$ cat src/rtl/vend_txn_if.sv
// Handshake and status bundle between the coin/keypad side and the vend
// transaction controller. The master drives coins, selections, cancel and the
// dispense acknowledge; the slave (controller) drives dispense, change and status.
interface vend_txn_if #(
  parameter int CREDIT_W = 4
) ();

  logic                coin_5;
  logic                coin_10;
  logic                sel_valid;
  logic                sel_item;
  logic                cancel;
  logic                disp_ack;
  logic                disp_req;
  logic                disp_item;
  logic                chg_pulse;
  logic                coin_reject;
  logic                sel_nak;
  logic [CREDIT_W-1:0] credit;
  logic                busy;

  modport master (
    output coin_5, coin_10, sel_valid, sel_item, cancel, disp_ack,
    input  disp_req, disp_item, chg_pulse, coin_reject, sel_nak, credit, busy
  );

  modport slave (
    input  coin_5, coin_10, sel_valid, sel_item, cancel, disp_ack,
    output disp_req, disp_item, chg_pulse, coin_reject, sel_nak, credit, busy
  );

endinterface

$ cat src/rtl/vend_txn_ctrl.sv
// Vend transaction controller: accumulates coin credit, accepts a two-item
// selection, runs the dispense handshake and pays back unspent credit as
// single-coin change pulses. Every output is a register.
module vend_txn_ctrl #(
  parameter int CREDIT_W   = 4,
  parameter int MAX_CREDIT = 8,
  parameter int PRICE0     = 3,
  parameter int PRICE1     = 4,
  parameter int TIMEOUT    = 1000,
  parameter int TO_W       = 10
) (
  input  logic       clk,
  input  logic       reset,
  vend_txn_if.slave  bus
);

  typedef enum logic [1:0] {
    IDLE     = 2'd0,
    CREDIT   = 2'd1,
    DISPENSE = 2'd2,
    CHANGE   = 2'd3
  } state_t;

  // Two extra bits so credit + coin value can never wrap during the fit check.
  localparam int SUM_W = CREDIT_W + 2;
  localparam logic [TO_W-1:0] TO_LAST = TO_W'(TIMEOUT - 1);

  state_t              state_q, state_n;
  logic [CREDIT_W-1:0] credit_q, credit_n;
  logic [TO_W-1:0]     to_cnt_q, to_cnt_n;
  logic                disp_req_q, disp_req_n;
  logic                disp_item_q, disp_item_n;
  logic                chg_q, chg_n;
  logic                rej_q, rej_n;
  logic                nak_q, nak_n;
  logic                busy_q, busy_n;

  logic                coin_any;
  logic [1:0]          coin_val;
  logic [CREDIT_W-1:0] price;
  logic                idle_tick;

  // Coin value in LSBs: coin_5 = 1, coin_10 = 2, both = 3.
  function automatic logic [1:0] coin_value(input logic c5, input logic c10);
    return {c10, 1'b0} + {1'b0, c5};
  endfunction

  // True when the coin can be taken whole without exceeding the credit ceiling.
  function automatic logic coin_fits(input logic [CREDIT_W-1:0] cur,
                                     input logic [1:0]          val);
    logic [SUM_W-1:0] sum;
    sum = SUM_W'(cur) + SUM_W'(val);
    return sum <= SUM_W'(MAX_CREDIT);
  endfunction

  function automatic logic [CREDIT_W-1:0] price_of(input logic item);
    return item ? CREDIT_W'(PRICE1) : CREDIT_W'(PRICE0);
  endfunction

  assign coin_any = bus.coin_5 | bus.coin_10;
  assign coin_val = coin_value(bus.coin_5, bus.coin_10);
  assign price    = price_of(bus.sel_item);

  // Next-state and next-output decode for the transaction FSM.
  always_comb begin
    state_n     = state_q;
    credit_n    = credit_q;
    to_cnt_n    = to_cnt_q;
    disp_req_n  = disp_req_q;
    disp_item_n = disp_item_q;
    chg_n       = 1'b0;
    rej_n       = 1'b0;
    nak_n       = 1'b0;
    idle_tick   = 1'b0;

    case (state_q)
      IDLE: begin
        to_cnt_n = '0;
        nak_n    = bus.sel_valid;
        if (coin_any) begin
          if (coin_fits(credit_q, coin_val)) begin
            credit_n = credit_q + CREDIT_W'(coin_val);
            state_n  = CREDIT;
          end else begin
            rej_n = 1'b1;
          end
        end
      end

      CREDIT: begin
        // Priority cancel > selection > coin; a coin losing arbitration is returned.
        if (bus.cancel) begin
          rej_n    = coin_any;
          to_cnt_n = '0;
          state_n  = CHANGE;
        end else if (bus.sel_valid) begin
          rej_n = coin_any;
          if (credit_q >= price) begin
            credit_n    = credit_q - price;
            disp_req_n  = 1'b1;
            disp_item_n = bus.sel_item;
            to_cnt_n    = '0;
            state_n     = DISPENSE;
          end else begin
            nak_n     = 1'b1;
            idle_tick = 1'b1;
          end
        end else if (coin_any && coin_fits(credit_q, coin_val)) begin
          credit_n = credit_q + CREDIT_W'(coin_val);
          to_cnt_n = '0;
        end else begin
          rej_n     = coin_any;
          idle_tick = 1'b1;
        end

        // No accepted coin this cycle: advance the inactivity timer, refund on expiry.
        if (idle_tick) begin
          if (to_cnt_q == TO_LAST) begin
            to_cnt_n = '0;
            state_n  = CHANGE;
          end else begin
            to_cnt_n = to_cnt_q + TO_W'(1);
          end
        end
      end

      DISPENSE: begin
        rej_n = coin_any;
        nak_n = bus.sel_valid;
        if (bus.disp_ack) begin
          disp_req_n = 1'b0;
          state_n    = (credit_q != '0) ? CHANGE : IDLE;
        end
      end

      CHANGE: begin
        rej_n = coin_any;
        nak_n = bus.sel_valid;
        // The previous pulse register doubles as the high/low phase bit.
        if (credit_q == '0) begin
          state_n = IDLE;
        end else if (!chg_q) begin
          chg_n    = 1'b1;
          credit_n = credit_q - CREDIT_W'(1);
          if (credit_q == CREDIT_W'(1)) state_n = IDLE;
        end
      end

      default: begin
        state_n = IDLE;
      end
    endcase

    busy_n = (state_n != IDLE);
  end

  // State, credit, timer and registered outputs; reset aborts any vend without change.
  always_ff @(posedge clk) begin
    if (reset) begin
      state_q     <= IDLE;
      credit_q    <= '0;
      to_cnt_q    <= '0;
      disp_req_q  <= 1'b0;
      disp_item_q <= 1'b0;
      chg_q       <= 1'b0;
      rej_q       <= 1'b0;
      nak_q       <= 1'b0;
      busy_q      <= 1'b0;
    end else begin
      state_q     <= state_n;
      credit_q    <= credit_n;
      to_cnt_q    <= to_cnt_n;
      disp_req_q  <= disp_req_n;
      disp_item_q <= disp_item_n;
      chg_q       <= chg_n;
      rej_q       <= rej_n;
      nak_q       <= nak_n;
      busy_q      <= busy_n;
    end
  end

  assign bus.disp_req    = disp_req_q;
  assign bus.disp_item   = disp_item_q;
  assign bus.chg_pulse   = chg_q;
  assign bus.coin_reject = rej_q;
  assign bus.sel_nak     = nak_q;
  assign bus.credit      = credit_q;
  assign bus.busy        = busy_q;

endmodule

$ cat src/flat_wrapper.sv
// flat-port wrapper written by rule: the top's interface ports become plain ports
module vend_txn_ctrl_flat 
#(
  parameter int CREDIT_W   = 4,
  parameter int MAX_CREDIT = 8,
  parameter int PRICE0     = 3,
  parameter int PRICE1     = 4,
  parameter int TIMEOUT    = 1000,
  parameter int TO_W       = 10
)
  (clk, reset, bus_coin_5, bus_coin_10, bus_sel_valid, bus_sel_item, bus_cancel, bus_disp_ack, bus_disp_req, bus_disp_item, bus_chg_pulse, bus_coin_reject, bus_sel_nak, bus_credit, bus_busy);
  vend_txn_if #(.CREDIT_W(CREDIT_W)) bus_i ();
  input  logic clk;
  input  logic reset;
  input wire logic [$bits(bus_i.coin_5)-1:0] bus_coin_5;
  input wire logic [$bits(bus_i.coin_10)-1:0] bus_coin_10;
  input wire logic [$bits(bus_i.sel_valid)-1:0] bus_sel_valid;
  input wire logic [$bits(bus_i.sel_item)-1:0] bus_sel_item;
  input wire logic [$bits(bus_i.cancel)-1:0] bus_cancel;
  input wire logic [$bits(bus_i.disp_ack)-1:0] bus_disp_ack;
  output wire logic [$bits(bus_i.disp_req)-1:0] bus_disp_req;
  output wire logic [$bits(bus_i.disp_item)-1:0] bus_disp_item;
  output wire logic [$bits(bus_i.chg_pulse)-1:0] bus_chg_pulse;
  output wire logic [$bits(bus_i.coin_reject)-1:0] bus_coin_reject;
  output wire logic [$bits(bus_i.sel_nak)-1:0] bus_sel_nak;
  output wire logic [$bits(bus_i.credit)-1:0] bus_credit;
  output wire logic [$bits(bus_i.busy)-1:0] bus_busy;
  assign bus_i.coin_5 = bus_coin_5;
  assign bus_i.coin_10 = bus_coin_10;
  assign bus_i.sel_valid = bus_sel_valid;
  assign bus_i.sel_item = bus_sel_item;
  assign bus_i.cancel = bus_cancel;
  assign bus_i.disp_ack = bus_disp_ack;
  assign bus_disp_req = bus_i.disp_req;
  assign bus_disp_item = bus_i.disp_item;
  assign bus_chg_pulse = bus_i.chg_pulse;
  assign bus_coin_reject = bus_i.coin_reject;
  assign bus_sel_nak = bus_i.sel_nak;
  assign bus_credit = bus_i.credit;
  assign bus_busy = bus_i.busy;
  vend_txn_ctrl #(.CREDIT_W(CREDIT_W), .MAX_CREDIT(MAX_CREDIT), .PRICE0(PRICE0), .PRICE1(PRICE1), .TIMEOUT(TIMEOUT), .TO_W(TO_W)) u_core (.clk(clk), .reset(reset), .bus(bus_i));
endmodule
$ cat config.mk
export PLATFORM = sky130hd
export DESIGN_NAME = vend_txn_ctrl_flat
export DESIGN_NICKNAME = d
export VERILOG_FILES = /design/src/rtl/vend_txn_if.sv /design/src/rtl/vend_txn_ctrl.sv /design/src/flat_wrapper.sv
export SDC_FILE = /design/constraint.sdc
export NUM_CORES = 1
export LEC_CHECK = 0
export ABC_AREA = 1
export CORE_ASPECT_RATIO = 0.7
export CORE_MARGIN = 2
export CORE_UTILIZATION = 41
export CTS_BUF_LIST = sky130_fd_sc_hd__clkbuf_4 sky130_fd_sc_hd__clkbuf_8 sky130_fd_sc_hd__clkbuf_16
export DETAILED_ROUTE_END_ITERATION = 8
export DONT_BUFFER_PORTS = 1
export PLACE_DENSITY = 0.54
export RECOVER_POWER = 100
export SETUP_SLACK_MARGIN = 0.1
export SYNTH_ARGS = -nofsm -noshare
export SYNTH_HDL_FRONTEND = slang
export SYNTH_SLANG_ARGS = --single-unit
$ cat constraint.sdc
create_clock -name clk -period 2 [get_ports clk]
set_clock_uncertainty 0.15 [all_clocks]
set_input_delay 0.2 -clock clk [delete_from_list [all_inputs] [get_ports clk]]
set_output_delay 0.2 -clock clk [all_outputs]
set_load 0.01 [all_outputs]
==> results_dict.tcl <==
set metrics [dict create \
    grt_pass1_vias 1447 \
    worstMarginPinSlew_ns 0.526 \
    gr-total-overflow 0 \
    max-slew-margin-rel_pct 64.9 \
    gp_routability_congestion 0.819 \
    timing.final.crit_share_pct 108 \
    critical_path_class "flip-flop to flip-flop" \
    antenna_found_initial 0 \
    synth_area_um2 1590 \
    syn_to_final_growth_pct 20.8 \
    grt_max_degree 15 \
    die_h_um 56.0 \
    die_area_um2 4390 \
    stdcell_area_um2 1910 \
    avgSynthCellArea_um2 7.17 \
    grt_pass1_wl_um 6870 \
    ant_nets 0 \
    muxShareOfSynthArea_pct 0 \
    boundaryPins 18 \
    initial_core_util_pct 44.0 \
    setup_tns_ns -2.10 \
    dp_hpwl_um 3200 \
    crit_fanout 4 \
    numPortBuffers 0 \
    post-route-min-period_ns 2.16 \
    rsz0062_at_grt "yes" \
    drive_gt1_share_pct 25.8 \
    rows 18 \
    h-tree-depth 1 \
    async_flop_share_pct 0 \
    path_clk_slew_ns 0.09 \
    via_per_inst 5.30 \
    cts_tree "yes" \
    cp-start-kind "flip-flop" \
    cts.sink_count 22 \
    drt_drc_violations_left 0 \
    synth_enable_flop_cells 0 \
    status "complete, but fails checks" \
    synth_adder_area_share_pct 9.63 \
    power.density_nw_per_um2 1220 \
    first_pass_iters 4 \
    violations "setup timing" \
    ys_types 38 \
    ys.warnings.count 0 \
    syn-instance-count 221 \
    diodes 0 \
    die_w_um 78.3 \
    hold_violations 0 \
    worst_slack_ns -0.165 \
    wire_per_inst_um 14.7 \
    synth_nets 240 \
    multi_input_area_um2 1030 \
    cts_buffers 3 \
    dr_total_vias 1537 \
    worstPathRequired_ns 2.02 \
    synth_flop_cell "dfxtp_1" \
    post_dp_cell_area_um2 1740 \
    cts.path.max_buffers 2 \
    yosysSeqAreaShare_pct 27.8 \
    max-cap-violations 0 \
    routed_wl_um 4250 \
    insertion_delay_ns 0.27 \
    p_total_mw 2.34 \
    end_kind "flip-flop" \
    synth_top_family_by_area "simple AND/OR/NAND/NOR gates" \
    layout.nets 260 \
    slew_violations 0 \
    synthSimpleGateAreaFrac_pct 29.4 \
    leakage_nw 0.830 \
    fill_cells 362 \
    synth-seq-cells 22 \
    cts-root-buf "clkbuf_8" \
    synth_compound_area_share_pct 18.9 \
    core_um2 3600 \
    grt_usage_pct 19.7 \
    post-route-util_pct 53.1 \
    vdd_drop_max_uv 499 \
    whs_ns 0.000887 \
    synth_xor_area_share_pct 2.76 \
    hold_path.class "primary input to flip-flop" \
    setup_viol 17 \
    regArea_um2 445 \
    fmax_mhz 462 \
    arrival_ns 2.18 \
    drtIter0Drc 112 \
]
==> sequential cells by signal (all words and copies together), names as in the netlist <==
| name | count |
|---|---|
| u_core.bus.credit | 4 |
| u_core.bus.sel_nak | 1 |
| u_core.bus.disp_item | 1 |
| u_core.to_cnt_q | 10 |
| u_core.bus.coin_reject | 1 |
| u_core.bus.disp_req | 1 |
| u_core.state_q | 2 |
| u_core.bus.chg_pulse | 1 |
| u_core.bus.busy | 1 |
==> cell type report <==
cell class | count | area share, %
flip-flops and latches | 22 | 23.3
clock buffers | 4 | 2.88
repair buffers | 21 | 9.08
inverters | 38 | 7.58
multi-input cells | 155 | 53.9
well taps | 50 | 3.27
==> Yosys cell counts, drive strengths merged, types with 2 or more instances <==
library cell  instances  area share (%)
inv                  38             9.2
dfxtp                22              28
fa                    2             2.5
a22oi                 2             1.8
xor2                  3             1.7
a21oi                13             4.8
nand3                22             9.0
nor2                 21             5.6
buf                   5             2.1
xnor2                 2             1.1
nand3b                2             1.7
ha                    9             7.1
a211oi                2             1.3
o21ai                17             5.4
nand4                 4             2.0
o22ai                 5             2.0
o211ai                3             1.4
nand2                43              11
==> cell usage in the layout, fill, tap and decap left out, types with 2 or more instances in the layout <==
master         netlist  layout
nand2_1             39      36
inv_1               32      25
dfxtp_1             22      20
nor2_1              19      18
nand3_1             17      16
buf_4                3      15
inv_2                5      12
a21oi_1             12      11
o21ai_1              8       8
o21ai_0              9       8
ha_1                 9       7
nand2_2              4       5
nand3_2              4       5
o22ai_1              5       5
dlygate4sd3_1        0       5
clkbuf_8             0       4
nand4_1              3       3
o211ai_1             3       3
xor2_1               3       3
nor2_2               1       2
nand2_4              0       2
xnor2_1              2       2
ha_4                 0       2
==> metrics by stage <==
stage | setup slack, ns | cells
final | -0.165 | 290
after global routing | -0.279 | 290
after CTS | -0.129 | 287
after detailed placement | -0.132 | 277
after global placement | -0.0715 | 277
after floorplan | 0.0153 | 221
==> critical path, cell delays in order (launching register included) <==
cell and delay (ns):
dfxtp_4 0.40, ha_4 0.14, inv_2 0.03, fa_1 0.49, inv_2 0.05, nor2_2 0.08, nand3_1 0.08, nand3_2 0.12
nand4_4 0.10, nand3_2 0.09, nand2_1 0.06, nand2_1 0.08, nand2_1 0.06, nand2_2 0.08, nand2_1 0.05
==> what timing repair did <==
item,4_1_cts,5_1_grt
gates resized for setup,4,12
setup buffers,2,2
setup endpoints to repair,18,20
pin swaps,1,4
hold endpoints to repair,9,5
hold buffers,4,1
==> path summary, 6_finish.rpt <==
kind	startpoint	end	slack [ns]	cells past startpoint
setup / recovery	u_core.bus.credit[0]	u_core.bus.busy	-0.16	14
hold reg to reg	u_core.to_cnt_q[1]	u_core.to_cnt_q[1]	0.35	2
hold / removal	bus_sel_item	u_core.bus.disp_item	0.0009	2
setup reg to reg	u_core.bus.credit[0]	u_core.bus.busy	-0.16	14
==> kinds of logic after synthesis <==
kind of cell | after synthesis
AOI/OAI and AO/OA | 46
xor gates and xnor gates | 5
adders and majority gates | 11
buffers and inverters | 44
DFF | 22
and+or+nand+nor | 93
==> where the power goes <==
group          internal, mW  switching [mW]
sequential            0.523           0.117
combinational         0.580           0.780
clock                 0.176           0.162
total                  1.28            1.06
==> per-layer routing <==
layer	up-vias	wire length [µm]	global-route usage, %
li1	774	-	-
met1	701	2290	31.6
met2	60	1630	25.6
met3	2	318	5.84
met4	0	10	2.51
met5	-	0	0
No activity file was read; power rests on OpenSTA's default activity.
